## src/rtl/draw_background_scroll_pkg.sv

```systemverilog
// ============================================================================
// draw_background_scroll_pkg : shared types and level palettes for the painter
// Rev 1.0
// ============================================================================
`default_nettype none

package draw_background_scroll_pkg;

  typedef enum logic {
    IDLE  = 1'b0,
    FLASH = 1'b1
  } flash_state_t;

  localparam logic [11:0] BG_MAIN   = 12'h115;
  localparam logic [11:0] FLASH_RGB = 12'hFFF;
  localparam logic [11:0] BLANK_RGB = 12'h000;

  // Levels 1..3 keep the original game colours; out-of-range falls back to level 1.
  function automatic logic [11:0] strip_rgb(input logic [3:0] lvl);
    case (lvl)
      4'd2:    strip_rgb = 12'ha70;
      4'd3:    strip_rgb = 12'h609;
      4'd4:    strip_rgb = 12'h0a5;
      4'd5:    strip_rgb = 12'h55a;
      4'd6:    strip_rgb = 12'ha55;
      4'd7:    strip_rgb = 12'h888;
      4'd8:    strip_rgb = 12'h0aa;
      default: strip_rgb = 12'h096;
    endcase
  endfunction

  function automatic logic [11:0] strip_sh_rgb(input logic [3:0] lvl);
    case (lvl)
      4'd2:    strip_sh_rgb = 12'ha90;
      4'd3:    strip_sh_rgb = 12'ha0f;
      4'd4:    strip_sh_rgb = 12'h083;
      4'd5:    strip_sh_rgb = 12'h33c;
      4'd6:    strip_sh_rgb = 12'hc33;
      4'd7:    strip_sh_rgb = 12'h666;
      4'd8:    strip_sh_rgb = 12'h088;
      default: strip_sh_rgb = 12'h064;
    endcase
  endfunction

  function automatic logic [11:0] main_sh_rgb(input logic [3:0] lvl);
    case (lvl)
      4'd2:    main_sh_rgb = 12'h046;
      4'd3:    main_sh_rgb = 12'h203;
      4'd4:    main_sh_rgb = 12'h021;
      4'd5:    main_sh_rgb = 12'h112;
      4'd6:    main_sh_rgb = 12'h211;
      4'd7:    main_sh_rgb = 12'h222;
      4'd8:    main_sh_rgb = 12'h022;
      default: main_sh_rgb = 12'h118;
    endcase
  endfunction

endpackage

`default_nettype wire

```

## src/rtl/draw_background_scroll_frame_ctrl.sv

```systemverilog
// ============================================================================
// bg_frame_ctrl : per-frame control (level latch, flash FSM, scroll divider)
// Rev 1.0
// ============================================================================
`default_nettype none

module bg_frame_ctrl
  import draw_background_scroll_pkg::*;
#(
  parameter int NUM_LEVELS    = 3,
  parameter int STRIPE_PERIOD = 32,
  parameter int SCROLL_DIV    = 2,
  parameter int FLASH_FRAMES  = 16,
  parameter int SCROLL_W      = $clog2(STRIPE_PERIOD)
) (
  input  logic                pclk,
  input  logic                rst,
  input  logic                vsync_in,
  input  logic [3:0]          level,
  input  logic                pause,
  output logic [3:0]          level_q,
  output logic [SCROLL_W-1:0] scroll,
  output logic                flash_on,
  output logic                flash_active
);

  flash_state_t state;
  logic [7:0]   flash_cnt;
  logic [3:0]   div_cnt;
  logic         vsync_d;
  logic         fs;
  logic [3:0]   lvl_s;
  logic         lvl_change;

  assign fs         = vsync_in & ~vsync_d;
  assign lvl_s      = ((level >= 4'd1) && (level <= 4'(NUM_LEVELS))) ? level : 4'd1;
  assign lvl_change = (lvl_s != level_q);

  always_ff @(posedge pclk or posedge rst) begin
    if (rst) begin
      vsync_d   <= 1'b0;
      level_q   <= 4'd1;
      flash_cnt <= 8'd0;
      state     <= IDLE;
      div_cnt   <= 4'd0;
      scroll    <= '0;
    end else begin
      vsync_d <= vsync_in;
      if (fs) begin
        // A new level restarts the flash even if one is already running.
        if (lvl_change) begin
          level_q   <= lvl_s;
          flash_cnt <= 8'(FLASH_FRAMES);
          state     <= FLASH;
        end else if (state == FLASH) begin
          if (flash_cnt == 8'd1) begin
            flash_cnt <= 8'd0;
            state     <= IDLE;
          end else begin
            flash_cnt <= flash_cnt - 8'd1;
          end
        end
        if (!pause) begin
          if (div_cnt == 4'(SCROLL_DIV - 1)) begin
            div_cnt <= 4'd0;
            scroll  <= scroll + 1'b1;
          end else begin
            div_cnt <= div_cnt + 4'd1;
          end
        end
      end
    end
  end

  assign flash_active = (state == FLASH);
  assign flash_on     = (state == FLASH) & flash_cnt[1];

endmodule

`default_nettype wire

```

## src/rtl/draw_background_scroll.sv

```systemverilog
// ============================================================================
// draw_background_scroll : level background painter with scrolling side strips
// Rev 1.0
// ============================================================================
`default_nettype none

module draw_background_scroll
  import draw_background_scroll_pkg::*;
#(
  parameter int H_ACTIVE      = 1024,
  parameter int STRIP_W       = 76,
  parameter int SH_W          = 4,
  parameter int NUM_LEVELS    = 3,
  parameter int STRIPE_PERIOD = 32,
  parameter int SCROLL_DIV    = 2,
  parameter int FLASH_FRAMES  = 16
) (
  input  logic        pclk,
  input  logic        rst,
  input  logic [10:0] vcount_in,
  input  logic        vsync_in,
  input  logic        vblnk_in,
  input  logic [10:0] hcount_in,
  input  logic        hsync_in,
  input  logic        hblnk_in,
  input  logic [3:0]  level,
  input  logic        pause,
  output logic [10:0] vcount_out,
  output logic        vsync_out,
  output logic        vblnk_out,
  output logic [10:0] hcount_out,
  output logic        hsync_out,
  output logic        hblnk_out,
  output logic [11:0] rgb_out,
  output logic        flash_active
);

  localparam int SCROLL_W = $clog2(STRIPE_PERIOD);

  localparam logic [10:0] L_STRIP = 11'(STRIP_W);
  localparam logic [10:0] L_SSH   = 11'(STRIP_W + SH_W);
  localparam logic [10:0] L_MSH   = 11'(STRIP_W + 2 * SH_W);
  localparam logic [10:0] R_STRIP = 11'(H_ACTIVE - STRIP_W);
  localparam logic [10:0] R_SSH   = 11'(H_ACTIVE - STRIP_W - SH_W);
  localparam logic [10:0] R_MSH   = 11'(H_ACTIVE - STRIP_W - 2 * SH_W);

  if (STRIP_W + 2 * SH_W >= H_ACTIVE / 2) begin : g_bad_geometry
    $error("draw_background_scroll: side bands overlap the screen centre");
  end
  if (NUM_LEVELS < 1 || NUM_LEVELS > 8) begin : g_bad_levels
    $error("draw_background_scroll: NUM_LEVELS must be 1..8");
  end
  if (STRIPE_PERIOD < 4 || STRIPE_PERIOD > 256 ||
      (STRIPE_PERIOD & (STRIPE_PERIOD - 1)) != 0) begin : g_bad_period
    $error("draw_background_scroll: STRIPE_PERIOD must be a power of two in 4..256");
  end

  logic [3:0]          level_q;
  logic [SCROLL_W-1:0] scroll;
  logic                flash_on;
  logic [SCROLL_W-1:0] phase;
  logic                alt;
  logic                in_strip, in_ssh, in_msh;
  logic [11:0]         rgb_next;

  bg_frame_ctrl #(
    .NUM_LEVELS    (NUM_LEVELS),
    .STRIPE_PERIOD (STRIPE_PERIOD),
    .SCROLL_DIV    (SCROLL_DIV),
    .FLASH_FRAMES  (FLASH_FRAMES),
    .SCROLL_W      (SCROLL_W)
  ) u_frame_ctrl (
    .pclk         (pclk),
    .rst          (rst),
    .vsync_in     (vsync_in),
    .level        (level),
    .pause        (pause),
    .level_q      (level_q),
    .scroll       (scroll),
    .flash_on     (flash_on),
    .flash_active (flash_active)
  );

  // Only the low bits of the difference matter, so the subtract is done at phase width.
  assign phase = vcount_in[SCROLL_W-1:0] - scroll;
  assign alt   = (phase >= SCROLL_W'(STRIPE_PERIOD / 2));

  assign in_strip = (hcount_in < L_STRIP) || (hcount_in >= R_STRIP);
  assign in_ssh   = (hcount_in < L_SSH)   || (hcount_in >= R_SSH);
  assign in_msh   = (hcount_in < L_MSH)   || (hcount_in >= R_MSH);

  always_comb begin
    rgb_next = BG_MAIN;
    if (vblnk_in || hblnk_in)
      rgb_next = BLANK_RGB;
    else if (in_strip)
      rgb_next = alt ? strip_sh_rgb(level_q) : strip_rgb(level_q);
    else if (in_ssh)
      rgb_next = strip_sh_rgb(level_q);
    else if (in_msh)
      rgb_next = main_sh_rgb(level_q);
    else if (flash_on)
      rgb_next = FLASH_RGB;
  end

  always_ff @(posedge pclk or posedge rst) begin
    if (rst) begin
      vcount_out <= 11'd0;
      vsync_out  <= 1'b0;
      vblnk_out  <= 1'b0;
      hcount_out <= 11'd0;
      hsync_out  <= 1'b0;
      hblnk_out  <= 1'b0;
      rgb_out    <= BLANK_RGB;
    end else begin
      vcount_out <= vcount_in;
      vsync_out  <= vsync_in;
      vblnk_out  <= vblnk_in;
      hcount_out <= hcount_in;
      hsync_out  <= hsync_in;
      hblnk_out  <= hblnk_in;
      rgb_out    <= rgb_next;
    end
  end

endmodule

`default_nettype wire

```

## config.mk

```make
export PLATFORM = sky130hd
export DESIGN_NAME = draw_background_scroll
export DESIGN_NICKNAME = d
export VERILOG_FILES = /design/src/rtl/draw_background_scroll_pkg.sv /design/src/rtl/draw_background_scroll_frame_ctrl.sv /design/src/rtl/draw_background_scroll.sv
export SDC_FILE = /design/constraint.sdc
export NUM_CORES = 1
export LEC_CHECK = 0
export CORE_UTILIZATION = 45
export DETAILED_ROUTE_END_ITERATION = 12
export GPL_ROUTABILITY_DRIVEN = 0
export GPL_TIMING_DRIVEN = 0
export HOLD_SLACK_MARGIN = 0.02
export PLACE_DENSITY = 0.76
export REMOVE_ABC_BUFFERS = 1
export SLEW_MARGIN = 20
export SYNTH_ARGS = -nofsm -noshare
export SYNTH_HDL_FRONTEND = slang
export SYNTH_SLANG_ARGS = --single-unit
```

## constraint.sdc

```tcl
create_clock -name pclk -period 2.1 [get_ports pclk]
set_input_delay 0.21 -clock pclk [delete_from_list [all_inputs] [get_ports pclk]]
set_output_delay 0.21 -clock pclk [all_outputs]
set_load 0.01 [all_outputs]
```

# Yosys cells after proc, flatten, opt, wreduce, memory -nomap -nowiden
# Cells that the tools add are included.
# word_totals
word_cells	66
inputBits	33
out_inout_bits	39
regBits	60
# op_classes
muxes	17
reduce_logical	10
eq_ne	10
bitwise	4
magnitude_cmp	9
n_addsub	4
# op_table
operator	count
one-hot mux 12 bit (7 select lines)	2
2-to-1 mux 12 bit	6
one-hot mux 10 bit (7 select lines)	1
greater-or-equal comparator 11 x 10 -> 1 bit, second input constant	3
less-than comparator 11 x 7 -> 1 bit, second input constant	3
2-to-1 mux 8 bit	3
== test 4 x 3 -> 1 bit, second input constant	4
== test 4 x 2 -> 1 bit, second input constant	2
== test 8 x 1 -> 1 bit, second input constant	1
2-to-1 mux 4 bit	2
subtractor 8 x 1 -> 8 bit, second input constant	1
AND reduction 2 bit	3
adder 5 x 1 -> 5 bit, second input constant	1
greater-or-equal comparator 5 bit, second input constant	1
subtractor 5 bit	1
adder 4 x 1 -> 4 bit, second input constant	1
== test 4 x 1 -> 1 bit, second input constant	1
== test 4 bit, second input constant	1
greater-or-equal comparator 4 x 1 -> 1 bit, second input constant	1
less-or-equal comparator 4 x 2 -> 1 bit, second input constant	1
logical OR 1 bit	4
inequality test 4 bit	1
2-to-1 mux 1 bit	3
AND reduction 3 bit	1
4 further kinds	6

# Depth between registers and ports, before layout
# depth
word_depth	6
ltp_mapped	9
mapped_depth_nobuf	8

# Modules after synthesis
# From an unflattened synthesis, not the netlist that was laid out.
# unflattened
cells_unflattened	332
hier_area_um2	3240.6
# by_module_without_submodules
mod	cells_per_inst	n_inst	area_each_um2
draw_background_scroll	228	1	2107.0
bg_frame_ctrl	104	1	1133.6

# Least setup slack after synthesis
# Ideal clock, no wire load.
# synth_timing
path_type	reg2reg
start	register u_frame_ctrl.scroll[2]
end	register rgb_out[2]
path_slack_ps	84
stages_incl_launch_ff	10
setup_time_ps	133
required_ps	1967
arrival_time_ps	1883
path_cell_list	dfrtp_1 inv_1 ha_1 o21a_1 nor2_1 or3_1 buf_2 and3_1 a2111oi_0 o2bb2ai_1
# synth_between
elab_chain_cells	5
# synth_lines
item	line	rtl
start: declaration	draw_background_scroll_frame_ctrl.sv:22	output logic [SCROLL_W-1:0] scroll,
start signal: assignment	draw_background_scroll_frame_ctrl.sv:66	scroll <= scroll + 1'b1;
subtractor 5 bit	draw_background_scroll.sv:85	assign phase = vcount_in[SCROLL_W-1:0] - scroll;
greater-or-equal comparator 5 bit	draw_background_scroll.sv:86	assign alt = (phase >= SCROLL_W'(STRIPE_PERIOD / 2));
2-to-1 mux 12 bit	draw_background_scroll.sv:97	rgb_next = alt ? strip_sh_rgb(level_q) : strip_rgb(level_q);
2-to-1 mux 12 bit	draw_background_scroll.sv:96	else if (in_strip)
2-to-1 mux 12 bit	draw_background_scroll.sv:94	if (vblnk_in || hblnk_in)
via rgb_next[2]	draw_background_scroll.sv:64	logic [11:0] rgb_next;
end signal: assignment	draw_background_scroll.sv:122	rgb_out <= rgb_next;
end: declaration	draw_background_scroll.sv:34	output logic [11:0] rgb_out,
# The timed path passes the listed nets, and every way through them passes these cells.
# A chain may end at the register's enable or synchronous reset.

# Worst setup path after layout
# layout_timing
start	register u_frame_ctrl.scroll[1]
end	register rgb_out[7]
# The elaborated chain is that of the path after synthesis.

==> flow_summary_export.csv <==
group,metric,value,unit
grt,globalRoute.totalOverflow,0,
final_layout,n_antenna_cell,0,
clock_network,clkSinkCount,60,
final_layout,final_net_count,438,
floorplan,initial_utilization,47.8,%
timing,min_period,2130,ps
grt,globalRouteTotalUtil,20.7,%
timing,postLayoutSetupSlackWorst,-30.5,ps
worst_setup_path,startpoint_type,"flop",
worst_setup_path,crit-reg2reg-launch,"u_frame_ctrl.scroll[1]",
yosys,post_synth.cell_area_avg,9.64,um^2
final_layout,drive_gt1_share,17.2,%
worst_setup_path,worst-endpoint-arrival,2370,ps
worst_setup_path,slowest_delay,410,ps
worst_setup_path,cp-startpoint,"u_frame_ctrl.scroll[1]",
final_layout,final_instance_count_without_filler_cells,479,
grt,grt_antenna_before_repair,0,
worst_setup_path,cell_family_with_the_largest_share_of_critical_path_delay,"compound AO/OA/AOI/OAI gates",
hold_path,hold_class,"in -> reg",
floorplan,dieArea,0.00723,mm^2
timing,final_hold_viol_count,0,
placement,hpwlAfterDp,4870,um
outcome,result_of_the_run,"finished with violations",
worst_setup_path,worst_setup_path_end_kind,"flop",
hold_path,hold_path_startpoint,"hcount_in[4]",
power,vdd_ir_drop_max,0.611,mV
placement,place.port_buffers,71,
clock_network,tritoncts.num_buffers,9,
yosys,yosys_warnings,0,
timing,setup-violations-final,3,
yosys,synth_largest_area_cell,"sky130_fd_sc_hd__dfrtp_1",
yosys,syn-instance-count,322,
floorplan,core-area,0.00649,mm^2
placement,dp.cells,452,
yosys,netlist.area_leader.share,47.6,%
outcome,failed_checks,"setup timing",
clock_network,htree_num_levels,3,
yosys,synth_cell_type_count,63,
route,route.antenna.remaining_nets,0,
worst_setup_path,timing.reg2reg.worst_path_depth,8,
timing,final_max_slew_viol_count,0,
final_layout,synthToLayoutAreaGrowth,37.2,%
power,power_density,819,mW/mm^2
worst_setup_path,critical_path_peak_fanout,6,
timing,slew_headroom,52.8,%
timing,grt_setup_unrepaired,"yes",
worst_setup_path,worstReg2RegEnd,"rgb_out[7]",
timing,worst-slew-pin-transition,708,ps
floorplan,chipHeight,85.1,um
yosys,synth_common_cells,"59 x sky130_fd_sc_hd__dfrtp_1, 30 x sky130_fd_sc_hd__nand2_1, 30 x sky130_fd_sc_hd__o21ai_0",
yosys,seq_area_frac_synth,48.4,%
grt,grt_max_degree,61,
timing,fin_worst_skew,8.50,ps
route,drc,0,
floorplan,row_count,29,
route,num_vias,2797,
yosys,synth_top_flop_cell,"sky130_fd_sc_hd__dfrtp_1",
timing,fmaxAchievable,469,MHz
grt,first_global_vias,2505,
yosys,synthMostInstantiatedCell,"sky130_fd_sc_hd__dfrtp_1",
worst_setup_path,worst-setup-path-type,"reg -> reg",
hold_path,worstHoldPathCells,1,
placement,place_worst_setup_slack,-898,ps
worst_setup_path,timing.critical_path.to,"rgb_out[7]",
floorplan,die_x,85.1,um
run,maxCapViolations,0,
yosys,synth_edf_count,0,
power,power.total,0.00349,W
worst_setup_path,worst-path-stages,8,
clock_network,clockBufferDepth,2,
route,detail_route.wirelength,7560,um
clock_network,clock_tree_from_tritoncts,"done",
yosys,area_of_the_mapped_netlist,0.00310,mm^2
route,vias_per_cell,5.84,
route,drtPass1Iterations,5,
clock_network,cell_at_the_root_of_the_clock_tree,"sky130_fd_sc_hd__clkbuf_8",
floorplan,io-pin-count,72,
worst_setup_path,cp_data_required_time,2340,ps
timing,setup-tns-final,-62.4,ps
yosys,synth_async_sr_flop_share,100,%
worst_setup_path,r2r_slack,-30,ps
timing,timing.final.crit_share,101,%
power,static-leakage-power,1.76,nW
grt,first_pass_grt_wire_length,11800,um
worst_setup_path,critical_path_buf_inv_count,2,
clock_network,clock_latency,330,ps
route,initial_drt_markers,237,
clock_network,worst_setup_hold_path_clk_slew,60,ps
route,avgRoutedWirePerCell,15.8,um
worst_setup_path,cp_cell_sequence,"inv_2 -> ha_4 -> a2111oi_4 -> buf_4 -> o21ai_4 -> a21o_1 -> a211o_1 -> a31oi_1",
yosys,synth_area_leaders,"sky130_fd_sc_hd__dfrtp_1 48%, sky130_fd_sc_hd__o21ai_0 4.8%, sky130_fd_sc_hd__nand2_1 3.6%",
worst_setup_path,slowest_library_cell_on_the_worst_path,"sky130_fd_sc_hd__dfrtp_1",
yosys,ys_ff_latch,60,
worst min path at each step:
stage / to
2_1_floorplan: hblnk_out
3_3_place_gp: u_frame_ctrl.flash_cnt[6]
3_5_place_dp: u_frame_ctrl.scroll[4]
4_1_cts: vcount_out[9]
5_1_grt: hcount_out[9]
6_report: hcount_out[4]
metrics by stage:
stage | util (%) | cell area (um^2) | hold WS (ps)
floorplan | - | 3000 | 241
global placement | 58.6 | 3800 | 469
detailed placement | 58.6 | 3810 | 485
CTS | 62.6 | 4060 | 308
global route | 65.6 | 4260 | 144
finish | 65.6 | 4260 | 146
cell type report:
type,instances,area (um^2)
timing repair buffer,82,802
clock inverter,3,15.0
fill,510,2230
sequential,60,1510
clock buffer,11,141
multi-input combinational,238,1660
inverter,8,32.5
tap,77,96.3
worst reg2reg max path, stage by stage (launching register included):
cell and delay (ps):
sky130_fd_sc_hd__dfrtp_1 410, sky130_fd_sc_hd__inv_2 100, sky130_fd_sc_hd__ha_4 200, sky130_fd_sc_hd__a2111oi_4 410, sky130_fd_sc_hd__buf_4 210, sky130_fd_sc_hd__o21ai_4 80, sky130_fd_sc_hd__a21o_1 220, sky130_fd_sc_hd__a211o_1 250
sky130_fd_sc_hd__a31oi_1 160
repair_timing:
item                       in CTS  in global routing
pin swaps                       3                 19
cloned                          0                  2
hold buffers                    0                  0
setup endpoints to repair      24                 21
gates resized for setup        17                 29
buffers inserted                3                  8
registers in the layout (all words and copies together), names as in the netlist:
name and count:
u_frame_ctrl.level_q 4, vcount_out 11, hblnk_out 1, u_frame_ctrl.flash_cnt 8, rgb_out 12, vblnk_out 1
u_frame_ctrl.vsync_d 1, u_frame_ctrl.div_cnt 4, hsync_out 1, hcount_out 11, u_frame_ctrl.flash_active 1, u_frame_ctrl.scroll 5
cell usage in the layout, fill, tap and decap left out, drive strengths merged, types with 3 or more instances in the layout:
master          n
and3            3
a31oi           4
nand2          31
nor2           27
nor2b           3
nor4            5
o211ai          3
and2            4
clkdlybuf4s50  66
a21oi          22
o21a            3
dfrtp          59
nand3           7
o21bai          3
ha              6
clkbuf         11
o21ai          35
nand2b          9
dlymetal6s2s    4
or3b            3
or3             7
clkinv          3
a211o           3
nor3           12
inv             8
xnor2           6
nand4           4
buf            11
xor2            6
kinds of logic after synthesis:
| logic type | count (synthesis) | share of synthesized area [%] |
|---|---|---|
| XOR/XNOR | 12 | 3.39 |
| AO/OA/AOI/OAI | 91 | 19.1 |
| flip-flops | 60 | 48.4 |
| multiplexers | 2 | 0.645 |
| AND/OR/NAND/NOR | 125 | 21.6 |
| adder cells (fa/ha/maj) | 6 | 2.42 |
| buffers and inverters | 26 | 4.39 |
per-layer routing:
layer / vias up / global-route usage, % / part of all wire [%]
met1: 1297 / 28.5 / 43
met4: 0 / 7.70 / 1.6
met3: 18 / 5.64 / 10
li1: 1315 / - / -
met5: - / 0 / 0
met2: 167 / 31.5 / 45
where the power goes:
| part | total [W] | internal (W) | switching [W] |
|---|---|---|---|
| sequential | 0.00147 | 0.00132 | 0.000158 |
| combinational | 0.00114 | 0.000546 | 0.000595 |
| clock | 0.000871 | 0.000441 | 0.000430 |
| total | 0.00349 | 0.00230 | 0.00118 |
Power figures use the tool's default switching activity.
